## src/rtl/ex_mem_pkg.sv

```systemverilog
// Shared constants for the EX/MEM elastic register: ctrl bit positions and state encoding.
package ex_mem_pkg;

  localparam int CTRL_W        = 5;
  localparam int CTRL_BRANCH   = 4;
  localparam int CTRL_MEMWRITE = 3;
  localparam int CTRL_MEMREAD  = 2;
  localparam int CTRL_MEMTOREG = 1;
  localparam int CTRL_REGWRITE = 0;

  typedef logic [1:0] state_t;

  localparam state_t ST_EMPTY = 2'd0;
  localparam state_t ST_ONE   = 2'd1;
  localparam state_t ST_TWO   = 2'd2;

endpackage

```

## src/rtl/ex_mem_slot.sv

```systemverilog
// One payload register of the EX/MEM stage; ctrl sits in the top CTRL_W bits so a kill
// turns the held bundle into a bubble without touching the rest of the payload.
module ex_mem_slot
  import ex_mem_pkg::*;
#(
  parameter int W = 64
) (
  input  logic         clk,
  input  logic         reset,
  input  logic         load,
  input  logic         kill,
  input  logic [W-1:0] d,
  output logic [W-1:0] q
);

  always_ff @(posedge clk or negedge reset) begin
    if (!reset)     q <= '0;
    else if (kill)  q[W-1 -: CTRL_W] <= '0;
    else if (load)  q <= d;
  end

endmodule

```

## src/rtl/ex_mem_elastic_reg.sv

```systemverilog
// EX/MEM pipeline register with valid/ready, synchronous flush and a saturating stall counter.
// Defining EX_MEM_SKID_EN adds a skid slot so in_ready no longer depends on out_ready.
module ex_mem_elastic_reg
  import ex_mem_pkg::*;
#(
  parameter int XLEN  = 64,
  parameter int RD_W  = 5,
  parameter int CNT_W = 32
) (
  input  logic              clk,
  input  logic              reset,
  input  logic              flush,
  input  logic              in_valid,
  output logic              in_ready,
  input  logic [CTRL_W-1:0] in_ctrl,
  input  logic [RD_W-1:0]   in_rd,
  input  logic [XLEN-1:0]   in_target,
  input  logic [XLEN-1:0]   in_result,
  input  logic              in_zero,
  input  logic [XLEN-1:0]   in_data,
  output logic              out_valid,
  input  logic              out_ready,
  output logic [CTRL_W-1:0] out_ctrl,
  output logic [RD_W-1:0]   out_rd,
  output logic [XLEN-1:0]   out_target,
  output logic [XLEN-1:0]   out_result,
  output logic              out_zero,
  output logic [XLEN-1:0]   out_data,
  output logic [CNT_W-1:0]  stall_cycles
);

  typedef struct packed {
    logic [CTRL_W-1:0] ctrl;
    logic [RD_W-1:0]   rd;
    logic [XLEN-1:0]   target;
    logic [XLEN-1:0]   result;
    logic              zero;
    logic [XLEN-1:0]   data;
  } bundle_t;

  localparam int BW = $bits(bundle_t);

  state_t  state, state_nxt;
  bundle_t in_b, main_d, main_q;
  logic    accept, deliver, main_load, main_kill;

  assign in_b    = {in_ctrl, in_rd, in_target, in_result, in_zero, in_data};
  assign accept  = in_valid && in_ready && !flush;
  assign deliver = out_valid && out_ready;

  always_ff @(posedge clk or negedge reset) begin
    if (!reset) state <= ST_EMPTY;
    else        state <= state_nxt;
  end

  always_comb begin
    state_nxt = state;
    if (flush) state_nxt = ST_EMPTY;
    else begin
      case (state)
        ST_EMPTY: if (accept) state_nxt = ST_ONE;
        ST_ONE: begin
`ifdef EX_MEM_SKID_EN
          if (accept && !deliver) state_nxt = ST_TWO;
          else
`endif
          if (deliver && !accept) state_nxt = ST_EMPTY;
        end
`ifdef EX_MEM_SKID_EN
        ST_TWO:   if (deliver) state_nxt = ST_ONE;
`endif
        default:  state_nxt = ST_EMPTY;
      endcase
    end
  end

  always_comb begin
    out_valid = (state != ST_EMPTY);
`ifdef EX_MEM_SKID_EN
    in_ready  = (state != ST_TWO);
`else
    in_ready  = (state == ST_EMPTY) || out_ready;
`endif
    main_load = 1'b0;
    case (state)
      ST_EMPTY: main_load = accept;
      ST_ONE:   main_load = accept && deliver;
`ifdef EX_MEM_SKID_EN
      ST_TWO:   main_load = deliver;
`endif
      default:  main_load = 1'b0;
    endcase
    // Draining without a refill must leave a bubble (ctrl zero) behind.
    main_kill = flush || (deliver && !main_load);
  end

`ifdef EX_MEM_SKID_EN
  bundle_t skid_q;
  logic    skid_load, skid_kill;

  assign skid_load = (state == ST_ONE) && accept && !deliver;
  assign skid_kill = flush || ((state == ST_TWO) && deliver);
  assign main_d    = (state == ST_TWO) ? skid_q : in_b;

  ex_mem_slot #(.W(BW)) u_skid (
    .clk(clk), .reset(reset), .load(skid_load), .kill(skid_kill), .d(in_b), .q(skid_q)
  );
`else
  assign main_d = in_b;
`endif

  ex_mem_slot #(.W(BW)) u_main (
    .clk(clk), .reset(reset), .load(main_load), .kill(main_kill), .d(main_d), .q(main_q)
  );

  assign out_ctrl   = main_q.ctrl;
  assign out_rd     = main_q.rd;
  assign out_target = main_q.target;
  assign out_result = main_q.result;
  assign out_zero   = main_q.zero;
  assign out_data   = main_q.data;

  always_ff @(posedge clk or negedge reset) begin
    if (!reset)                                       stall_cycles <= '0;
    else if (out_valid && !out_ready && !(&stall_cycles)) stall_cycles <= stall_cycles + 1'b1;
  end

endmodule

```

## config.mk

```make
export PLATFORM = sky130hd
export DESIGN_NAME = ex_mem_elastic_reg
export DESIGN_NICKNAME = d
export VERILOG_FILES = /design/src/rtl/ex_mem_pkg.sv /design/src/rtl/ex_mem_slot.sv /design/src/rtl/ex_mem_elastic_reg.sv
export SDC_FILE = /design/constraint.sdc
export NUM_CORES = 1
export LEC_CHECK = 0
export CAP_MARGIN = 20
export CORE_AREA = 4 4 171 173
export DETAILED_ROUTE_END_ITERATION = 10
export DIE_AREA = 0 0 175 177
export PLACE_DENSITY = 0.7
export SLEW_MARGIN = 10
export SYNTH_ARGS = -nofsm -noshare
export SYNTH_HDL_FRONTEND = slang
export SYNTH_HIERARCHICAL = 1
export SYNTH_SLANG_ARGS = --single-unit
```

## constraint.sdc

```tcl
create_clock -name clk -period 4.9 [get_ports clk]
set_clock_uncertainty 0.1 [all_clocks]
set_input_delay 1.47 -clock clk [delete_from_list [all_inputs] [get_ports clk]]
set_output_delay 1.47 -clock clk [all_outputs]
set_load 0.05 [all_outputs]
```

==> flow_results.org <==
** Die
- The floorplan step set the die width to 175 µm.
- Count of pins on the block boundary :: 445
- Die boundary height :: 177 µm
- Core region area :: 27,630 µm²
- Full die area :: 30,980 µm²
- The floorplan has 61 rows.
- Initial standard-cell utilization of the core :: 35.40%

** Route
- Detailed-route wire length :: 28,690 µm
- In the final routed layout, each cell accounts on average for 19.68 µm.
- Wire segments on met2 add up to 14,080 µm in the final route.
- For this block, wires on met1 add up to 11,110 µm.
- The pre-antenna-repair detailed-routing pass consisted of 4 iterations.
- After detailed routing, the number of remaining DRC violations is 0.
- In this run the remaining antenna-violating nets after routing total 0.
- After detailed routing, the number of vias per cell comes to 4.579.
- The detailed router used layers up to and including met5.
- The detailed router finished its first iteration with 234 violations.
- Total via count in the routed design :: 6,676
- Met3 routed WL :: 2764 µm

** STA
- The tightest hold path in the finished design has a slack of 0.3961 ns.
- Headroom to the max-slew limit came out at 46.39%.
- Crit path setup slack, layout :: 0.8534 ns
- In the final timing run, aggregate negative setup slack is 0 ns.
- Shortest clock period the worst path allows after layout :: 4.047 ns
- The max-slew violation total from the final report was 0.
- Setup violations remaining at the end of the flow were counted as 0.
- At the pin with the least slew margin, the transition time is 0.8042 ns.
- Period utilization :: 82.58%
- Fmax :: 0.2471 GHz
- Final hold violation count :: 0
- Setup repair after global routing left no endpoint under its margin.

** Global route
- Entering global routing, the biggest net connects 104 pins.
- For this run the aggregate overflow at the end of global routing stands at 0.
- Global-route wire length before repair :: 43,420 µm
- The via count of the first global-routing pass is 7,267.
- Number of antenna violations at the first check in global routing :: 4
- Global-route usage over all layers :: 17.72%

** Placement
- Routability-driven placement finished with a final weighted congestion of 0.7691.
- Port-buffer cells :: 444
- Post-DP HPWL :: 21,450 µm
- Before CTS, the worst setup slack after placement is 0.7915 ns.

** Worst setup path
- Required time of the critical path :: 3.33 ns
- The worst setup path is launched from an input pin.
- Setup slack on the worst reg-to-reg path comes out at 2.34 ns.
- Data on the critical path arrives at its endpoint at 2.48 ns.
- Kind of end point of the critical path :: output pin
- Worst reg2reg path depth :: 7
- The setup path with the least slack is of type input pin to output pin.
- CP Max Fanout :: 5
- Destination of the worst register-to-register timing path :: u_main/q[1]
- The worst register-to-register path begins at state[0].

** Clock tree
- Clock tree from TritonCTS :: done
- The number of clock buffers added by TritonCTS is 28.
- After clock tree synthesis, the clock-pin slew on the worst setup and hold paths is 0.06 ns.
- Sinks on Clock Net :: 236
- CTS built an H-tree with a depth of 1.
- Post-CTS Setup Inserts :: 0
- The root buffer cell chosen for the clock tree is clkbuf_16.
- The later pin in the worst-skew pair is clocked with a latency of 0.52 ns.
- Buffer depth of the longest clock path :: 3
- Hold buffer count at cts :: 0
- Count of instances resized after the clock tree is built :: 0

** Cells and area
- Leading cell type in the layout, fill and taps excluded :: clkdlybuf4s50_1
- Most frequent cells in the layout :: 442 x clkdlybuf4s50_1, 236 x dfrtp_1, 100 x mux2_4
- Of the cells placed in the final design, the portion with a size suffix greater than 1 is 26.09%.
- For this run, the post-layout net count is 1,266.
- Layout overhead on the synthesized area :: 58.74%

** Run status
- Outcome :: complete, no violations

** Logic synthesis
- The netlist uses 37 different library cells.
- Fraction of registers with async set/reset :: 100.0%
- For this run, the number of Yosys warnings is 6.
- Top_reg_cell synth :: dfrtp_1
- Combined area of all synthesized cells :: 9779 µm²
- Number of enable-type register cells in the synthesized netlist :: 0
- Proportion of synthesized chip area in sequential cells :: 60.39%
- After synthesis the netlist holds a flip-flop and latch count of 236.
- Mean instance size in the synthesized netlist :: 16.44 µm²
- Synthesis produced 595 cells.
- Net Count, Synth :: 804

** Min path
- Startpoint of the lowest-slack hold path :: stall_cycles[29]
- The path with the worst hold slack has its endpoint at stall_cycles[29].
- Counting instances, the worst hold path has a depth of 1.
- Worst hold-check path type :: flop to flop

** Power
- The analysis attributes to cell leakage a power of 6.583 nW.
- The design draws 7.616 mW.
- Power density normalized to cell area :: 490.6 nW/µm²
- Across the VDD grid, the largest voltage drop is 295.8 µV.

** Flow run
- Max-cap violations in this run came to 0.
[sequential cells by signal (all words and copies together), names as in the netlist]
name / flops
stall_cycles: 32
state: 1
u_main/q: 203
[layout make-up]
type                       count  area, µm²
antenna                        3      7.507
fill                        2291      12110
multi-input combinational    330       3611
clock buffer                  41      850.8
inverter                       3      11.26
timing repair buffer         458       4614
clock inverter                 9      50.05
tap                          378      473.0
sequential                   236       5906
[worst max-delay path: stages]
cell             delay (ns)
clkdlybuf4s50_1        0.48
and2b_1                0.24
inv_1                  0.14
buf_12                 0.15
[stage by stage]
step | area (µm²) | instances | utilization, %
after floorplan | 9779 | 595 | -
after detailed placement | 14620 | 1405 | 52.90
after global routing | 15520 | 1457 | 56.18
final | 15520 | 1458 | 56.19
after CTS | 15520 | 1455 | 56.16
after global placement | 14620 | 1405 | 52.90
[where the power goes]
group / internal, mW / leakage, nW / total, mW / switching (mW)
clock network: 1.19 / 0.447 / 1.99 / 0.797
logic: 1.20 / 3.27 / 3.05 / 1.85
registers: 2.34 / 2.87 / 2.58 / 0.236
total: 4.73 / 6.58 / 7.62 / 2.89
[routing by layer]
layer	vias to the layer above	track usage, %
met5	-	0
met4	2	5.728
met3	44	6.900
met2	284	30.11
met1	3303	20.76
li1	3043	-
[worst max-delay path by stage]
stage	start	endpoint	depth (start not counted)
global route	out_ready	in_ready	4
finish	out_ready	in_ready	4
global placement	out_ready	u_main/q[190]	8
floorplan	out_ready	in_ready	3
detailed placement	out_ready	u_main/q[185]	8
CTS	out_ready	in_ready	4
[cells in the mapped netlist, drive strengths merged (3+ instances only)]
master / instances / area (µm²)
and3: 9 / 61.31
xnor2: 16 / 140.1
nand2: 9 / 33.78
buf: 26 / 251.5
nand4: 13 / 102.6
and4: 5 / 43.79
inv: 3 / 11.26
dfrtp: 236 / 5906
nand3: 17 / 95.09
nor4: 5 / 46.29
mux2: 200 / 2628
xor2: 14 / 122.6
mux2i: 5 / 50.05
nor3: 11 / 100.1
nor3b: 3 / 32.53
nor2: 13 / 48.80
[cell families (layout without fill, tap and decap cells)]
group                    count (synthesis)  after routing  synth area share (%)
adder cells (fa/ha/maj)                  1              1                0.1279
AND/OR/NAND/NOR                         92             92                 6.602
other                                    0              3                     0
multiplexers                           205            205                 27.38
flip-flops                             236            236                 60.39
XOR/XNOR                                30             30                 2.687
buffers and inverters                   29            511                 2.687
AO/OA/AOI/OAI                            2              2                0.1279
Note: power is estimated with default switching activity, not from simulation.
